$ cat src/rtl/updown_sched.sv
// updown_sched: round-robin, hold-bounded scheduler stepping one saturating up/down counter.
// Optional UPDOWN_SCHED_SAT_RELEASE_EN: a saturated owner releases instead of stepping.
module updown_sched #(
  parameter int WIDTH    = 3,
  parameter int MAX_HOLD = 4
) (
  input  logic             clk_i,
  input  logic             rst_ni,
  input  logic             req_up_i,
  input  logic             req_dn_i,
  input  logic             clr_i,
  output logic             gnt_up_o,
  output logic             gnt_dn_o,
  output logic [WIDTH-1:0] count_o,
  output logic             sat_hi_o,
  output logic             sat_lo_o,
  output logic             busy_o
);
  localparam int HW = $clog2(MAX_HOLD) + 1;
  localparam logic [WIDTH-1:0] CMAX = {WIDTH{1'b1}};
  localparam logic [HW-1:0] HLAST = HW'(MAX_HOLD - 1);
  typedef enum logic [1:0] {IDLE, SERVE_UP, SERVE_DN} state_t;
  state_t state_q, state_d, oth_state;
  logic [WIDTH-1:0] count_q, count_d;
  logic [HW-1:0] hold_q, hold_d;
  logic last_q, last_d;
  logic dir_dn, own_req, oth_req, sat_own, step, up_ok, dn_ok;
  assign sat_hi_o = count_q == CMAX;
  assign sat_lo_o = count_q == '0;
  assign gnt_up_o = state_q == SERVE_UP;
  assign gnt_dn_o = state_q == SERVE_DN;
  assign busy_o   = gnt_up_o | gnt_dn_o;
  assign count_o  = count_q;
  // Work relative to the current owner so both serve states share one path.
  assign dir_dn    = state_q == SERVE_DN;
  assign own_req   = dir_dn ? req_dn_i : req_up_i;
  assign oth_req   = dir_dn ? req_up_i : req_dn_i;
  assign sat_own   = dir_dn ? sat_lo_o : sat_hi_o;
  assign oth_state = dir_dn ? SERVE_UP : SERVE_DN;
`ifdef UPDOWN_SCHED_SAT_RELEASE_EN
  assign step  = own_req & ~sat_own;
  assign up_ok = req_up_i & ~sat_hi_o;
  assign dn_ok = req_dn_i & ~sat_lo_o;
`else
  assign step  = own_req;
  assign up_ok = req_up_i;
  assign dn_ok = req_dn_i;
`endif
  always_comb begin
    state_d = state_q;
    count_d = count_q;
    hold_d  = hold_q;
    last_d  = last_q;
    if (state_q == IDLE) begin
      state_d = (up_ok && (!dn_ok || last_q)) ? SERVE_UP : dn_ok ? SERVE_DN : IDLE;
    end else if (step) begin
      count_d = sat_own ? count_q : dir_dn ? count_q - WIDTH'(1) : count_q + WIDTH'(1);
      hold_d  = (hold_q == HLAST) ? '0 : hold_q + HW'(1);
      if (hold_q == HLAST && oth_req) begin
        state_d = oth_state;
        last_d  = dir_dn;
      end
    end else begin
      hold_d  = '0;
      last_d  = dir_dn;
      state_d = oth_req ? oth_state : IDLE;
    end
    if (clr_i) count_d = '0;
  end
  always_ff @(posedge clk_i or negedge rst_ni) begin
    if (!rst_ni) begin
      state_q <= IDLE;
      count_q <= '0;
      hold_q  <= '0;
      last_q  <= 1'b1;
    end else begin
      state_q <= state_d;
      count_q <= count_d;
      hold_q  <= hold_d;
      last_q  <= last_d;
    end
  end
endmodule
$ cat config.mk
export PLATFORM = sky130hd
export DESIGN_NAME = updown_sched
export DESIGN_NICKNAME = d
export VERILOG_FILES = /design/src/rtl/updown_sched.sv
export SDC_FILE = /design/constraint.sdc
export NUM_CORES = 1
export LEC_CHECK = 0
export CAP_MARGIN = 40
export CORE_AREA = 2 2 39 41
export DETAILED_ROUTE_END_ITERATION = 10
export DIE_AREA = 0 0 41 43
export HOLD_SLACK_MARGIN = 0.05
export PLACE_DENSITY = 0.73
export SLEW_MARGIN = 20
export SYNTH_ARGS = -nofsm -noshare
export SYNTH_HDL_FRONTEND = slang
export SYNTH_SLANG_ARGS = --single-unit
export TNS_END_PERCENT = 1
$ cat constraint.sdc
create_clock -name clk_i -period 2.25 [get_ports clk_i]
set_clock_uncertainty 0.05 [all_clocks]
set_input_delay 0.45 -clock clk_i [delete_from_list [all_inputs] [get_ports clk_i]]
set_output_delay 0.45 -clock clk_i [all_outputs]
set_load 0.05 [all_outputs]
# Word level (Yosys, flattened, before mapping)

Cells that the tools add are included.

Register bits: 9

Add/subtract/negate cells: 3
Equal/unequal tests: 8
Mux-type cells: 19
Bitwise gates (word level): 2
Reduce and logical (&&, ||, !) cells: 9

Operators with widths:

| cell                                                  | number |
|---|---|
| 2-to-1 mux 3 bit                                      | 7 |
| 2-to-1 mux 2 bit                                      | 7 |
| adder 3 x 1 -> 3 bit, second input constant           | 2 |
| 2-to-1 mux 1 bit                                      | 5 |
| inequality test 2 bit, second input constant          | 2 |
| == test 3 x 2 -> 1 bit, second input constant         | 1 |
| == test 3 bit, second input constant                  | 1 |
| logical NOT 3 bit                                     | 1 |
| inequality test 3 x 1 -> 1 bit, second input constant | 1 |
| AND reduction 3 bit                                   | 1 |
| subtractor 3 x 1 -> 3 bit, second input constant      | 1 |
| == test 2 x 1 -> 1 bit, second input constant         | 1 |
| == test 2 bit, second input constant                  | 1 |
| logical AND 1 bit                                     | 2 |
| logical NOT 2 bit                                     | 1 |
| inequality test 2 x 1 -> 1 bit, second input constant | 1 |
| AND reduction 2 bit                                   | 1 |
| nonzero test 2 bit                                    | 1 |
| logical NOT 1 bit                                     | 1 |
| logical OR 1 bit                                      | 1 |
| inverter 1 bit                                        | 1 |
| bitwise OR 1 bit                                      | 1 |

# Depth between registers and ports, before layout

Word-level depth: 6
Mapped depth: 9
Depth with buffers taken out: 8

# Least setup slack after synthesis

Ideal clock, no wire load.

Kind: reg2reg
From: register state_q[0]
To: register count_q[2], in the netlist count_o[2]
Library setup time: 120 ps
Arrival: 1,974 ps
Data required time: 2,080 ps
Slack: 106 ps
Stages on the path, launching flop included: 10
Buffers on the path: 1
Clock period less this slack: 2,144 ps
Path through: dfrtp_1 inv_1 ha_1 buf_6 xor2_1 ha_1 a21oi_1 xnor2_1 a21oi_1 a31o_1

Word-level cells in the longest chain between the ends: 6

RTL lines:

| item                          | line | text |
|---|---|---|
| from (decl)                   | 23   | `state_t state_q, state_d, oth_state;` |
| from (signal assigned)        | 77   | `state_q <= state_d;` |
| == test 2 bit (*)             | --   |  |
| net gnt_dn_o                  | 13   | `output logic gnt_dn_o,` |
| 2-to-1 mux 3 bit (2 in a row) | 57   | `count_d = sat_own ? count_q : dir_dn ? count_q - WIDTH'(1) : count_q + WIDTH'(1);` |
| 2-to-1 mux 3 bit              | 56   | `end else if (step) begin` |
| 2-to-1 mux 3 bit              | 54   | `if (state_q == IDLE) begin` |
| 2-to-1 mux 3 bit              | 68   | `if (clr_i) count_d = '0;` |
| to (signal assigned)          | 78   | `count_q <= count_d;` |
| to (decl)                     | 24   | `logic [WIDTH-1:0] count_q, count_d;` |

The timed path passes the listed nets; every way through them passes the cells marked *. The select of a mux whose other input is x is not followed.
A chain may end at the register's enable or synchronous reset.

# Worst setup path in the final report

From: register count_q[1], in the netlist count_o[1]
To: output count_o[1]

RTL lines:

| item      | line | text |
|---|---|---|
| to (decl) | 14   | `output logic [WIDTH-1:0] count_o,` |

No word-level cell between the ends.

==> results.txt <==
Sequential-to-total area share from yosys stat: 0.369. For this run, the slowest stage of the critical path takes 0.85 ns. The logs give 12 for the largest net degree at the start of global routing and 3 for the CTS buffer count.

Setup total negative slack: 0 ns. The count of final max-slew check failures is 0, and the worst slew margin relative to its limit is 0.671. The number of setup buffers added after CTS is 0.

The antenna cell count is 0. By count the netlist is led by 8 x dfrtp_1, 6 x ha_1, 6 x nor2_1. Setup repair after global routing left no endpoint under its margin.

The tools report the count of vias placed by the detailed router as 480. Summed over all nets, the half-perimeter wirelength after detailed placement is 858 um. For the maximum clock path buffer count, the log shows 2. The tools report the number of antenna violations at the first check in global routing as 0. The final estimated routing congestion in global placement came out at 0.708.

The share of the synthesized area in the top cell type is 0.327. After detailed routing, the average wire length per cell comes to 12.0 um. The total overflow left after global routing is 0. For the post-layout utilization of the core, the log shows 0.563. The worst path buffer plus inverter count is 1. For this run, the leading register cell type out of synthesis is dfrtp_1. Type of the worst setup path: reg2out. The layout has 127 filler cells.

Clock tree synthesis selected as its root buffer the cell clkbuf_4. The register clock-pin slew on the reported worst setup and hold paths is 0.06 ns. The post-synthesis instance area is 613 sq um, and the number of warning messages in the yosys log is 0. For the finished layout, the period the worst path requires is 2.07 ns. The start point of the critical path is count_o[1]. TritonCTS built the clock tree. The logs give 0.443 for the initial cell density of the core and 0.26 ns for the source-to-sink clock delay at the later pin of the worst-skew pair. Before antenna repair, the detailed router went through 4 iterations. At the worst endpoint, the arrival time is 1.57 ns.

The number of nets in the synthesized netlist is 72. The tools report the type of destination of the critical path as an output port. By instance count, the leading cell after synthesis is dfrtp_1. After the first detailed-routing iteration, the DRC count stood at 8. In this run the remaining antenna-violating nets after routing total 0. Number of instances in the synthesized netlist: 61. The combined global-route utilization of all metal layers was 0.153; the signed area change from the synthesized netlist to the final layout was 27.1%. The total stage count of the critical path is 1, and the number of enable flip-flop cells after synthesis is 0.

Measured slew at the worst slew-check pin: 0.492 ns. The initialized floorplan defines 14 standard-cell rows. The count of endpoints failing setup in the final report is 0.

The final hold violation count was 0. 13 I/O pins were placed. The tools report the area of the core as 0.00138 sq mm. The fraction of synthesis flops using an asynchronous set or reset pin works out to 1.00. In this run the critical register-to-register path is captured at count_o[2]. The first global-routing pass estimated 1830 um of wire. Across the run, the number of max-cap violations was 0. The run gives 89 as the net count of the finished layout.

The worst setup path is launched from a register. The tools report the number of global-route vias before repair as 448. In this run the worst path has a maximum fanout of 6.

The source of the worst register-to-register timing path was state_q[0]. The critical path's top delay family is buffers and inverters. Fraction of final layout cells sized beyond drive strength 1: 0.208. The worst-case reg-to-reg path depth was 8. The maximum level of the CTS H-tree is 1.

The number of different library cells used by synthesis comes to 27. The leading area contributor after synthesis was dfrtp_1. For this block, the routed nets add up to 1120 um of wire. The die covers 0.00176 sq mm. The post-synthesis area per instance was 10.1 sq um. Static timing analysis puts the maximum clock frequency at 0.484 GHz. Yosys attributes the largest share of cell area to dfrtp_1 33%, ha_1 12%, o32ai_4 4.5%. The post-route fraction of the period consumed by the critical path was 0.918. The flow ran to the end, and the final reports show no timing, DRC or antenna violations.

For this design, the sink count on the clock tree is 9. Post-CTS repair changed the size of 0 cells. The remaining routing DRC violations came out at 0. Traced cell by cell, the critical path runs through clkdlybuf4s50_1.

The number of register bits inferred by synthesis came out at 9. Library cell contributing the largest single delay on the critical path: clkdlybuf4s50_1. At the worst endpoint, the required time is 1.75 ns. Class of the most critical hold timing path: in2async. The via-per-instance ratio came out at 5.16. For this design, the CTS-stage hold fixing added 0 buffers.

Buffers placed on the I/O ports in this run total 12. The height of the die is 43 um. The floorplan step set the die width to 41 um. The run gives 0.24 ns as the register-to-register path setup slack.
cells by family (layout without fill, tap and decap cells):
group / after synthesis / after routing / share of synthesized area
AO/OA/AOI/OAI: 15 / 15 / 0.190
AND/OR/NAND/NOR: 19 / 19 / 0.163
flip-flops: 9 / 9 / 0.369
multiplexers: 4 / 4 / 0.0694
adder cells (fa/ha/maj): 6 / 6 / 0.122
XOR/XNOR: 3 / 3 / 0.0429
buffers and inverters: 5 / 21 / 0.0428
worst max-delay path by stage:
stage | to | slack [ns]
6_report | count_o[1] | 0.18
3_3_place_gp | count_o[2] | 0.22
5_1_grt | count_o[2] | 0.10
4_1_cts | count_o[1] | 0.17
2_1_floorplan | count_o[2] | 0.11
3_5_place_dp | count_o[2] | 0.18
cells in the final DEF (no fill, tap or decap), types with 2 or more instances in the layout:
| cell | synthesis | routed |
|---|---|---|
| clkbuf_4 | 0 | 3 |
| nor2_1 | 6 | 6 |
| mux2_2 | 2 | 2 |
| a21oi_1 | 5 | 5 |
| o21ai_0 | 3 | 3 |
| nand2_1 | 5 | 5 |
| nand2b_1 | 3 | 3 |
| ha_1 | 6 | 6 |
| mux2i_1 | 2 | 2 |
| clkdlybuf4s50_1 | 0 | 7 |
| buf_4 | 0 | 6 |
| inv_1 | 3 | 3 |
| xnor2_1 | 2 | 2 |
| dfrtp_1 | 8 | 8 |
registers in the layout, summed over array words and instances, names as in the netlist:
register	flops
count_o	3
last_q	1
hold_q	3
state_q	2
area by class of cell:
cell class                      count  area [sq um]  share of cell area
Inverter                            3          11.3              0.0144
Clock buffer                        4          26.3              0.0337
Sequential cell                     9           226               0.291
Tap cell                           16          20.0              0.0257
Multi-Input combinational cell     47           360               0.462
Timing Repair Buffer               14           135               0.173
per-layer routing:
layer | up-vias | part of all wire | GRT usage
li1 | 252 | - | -
met1 | 216 | 0.49 | 0.209
met2 | 10 | 0.47 | 0.209
met3 | 2 | 0.034 | 0.0157
met4 | 0 | 0.0054 | 0.120
met5 | - | 0 | 0
through the flow:
stage               cells  hold WS (ns)  cell area, sq um  worst slack, ns
floorplan              61         0.104               613            0.106
global placement       89         0.425               753            0.218
detailed placement     89         0.440               753            0.179
CTS                    93         0.439               779            0.168
global route           93         0.467               779            0.100
finish                 93         0.434               779            0.184
Power is not shown: default switching activity piles up to over one toggle a cycle in this logic, so the estimate is an artifact.
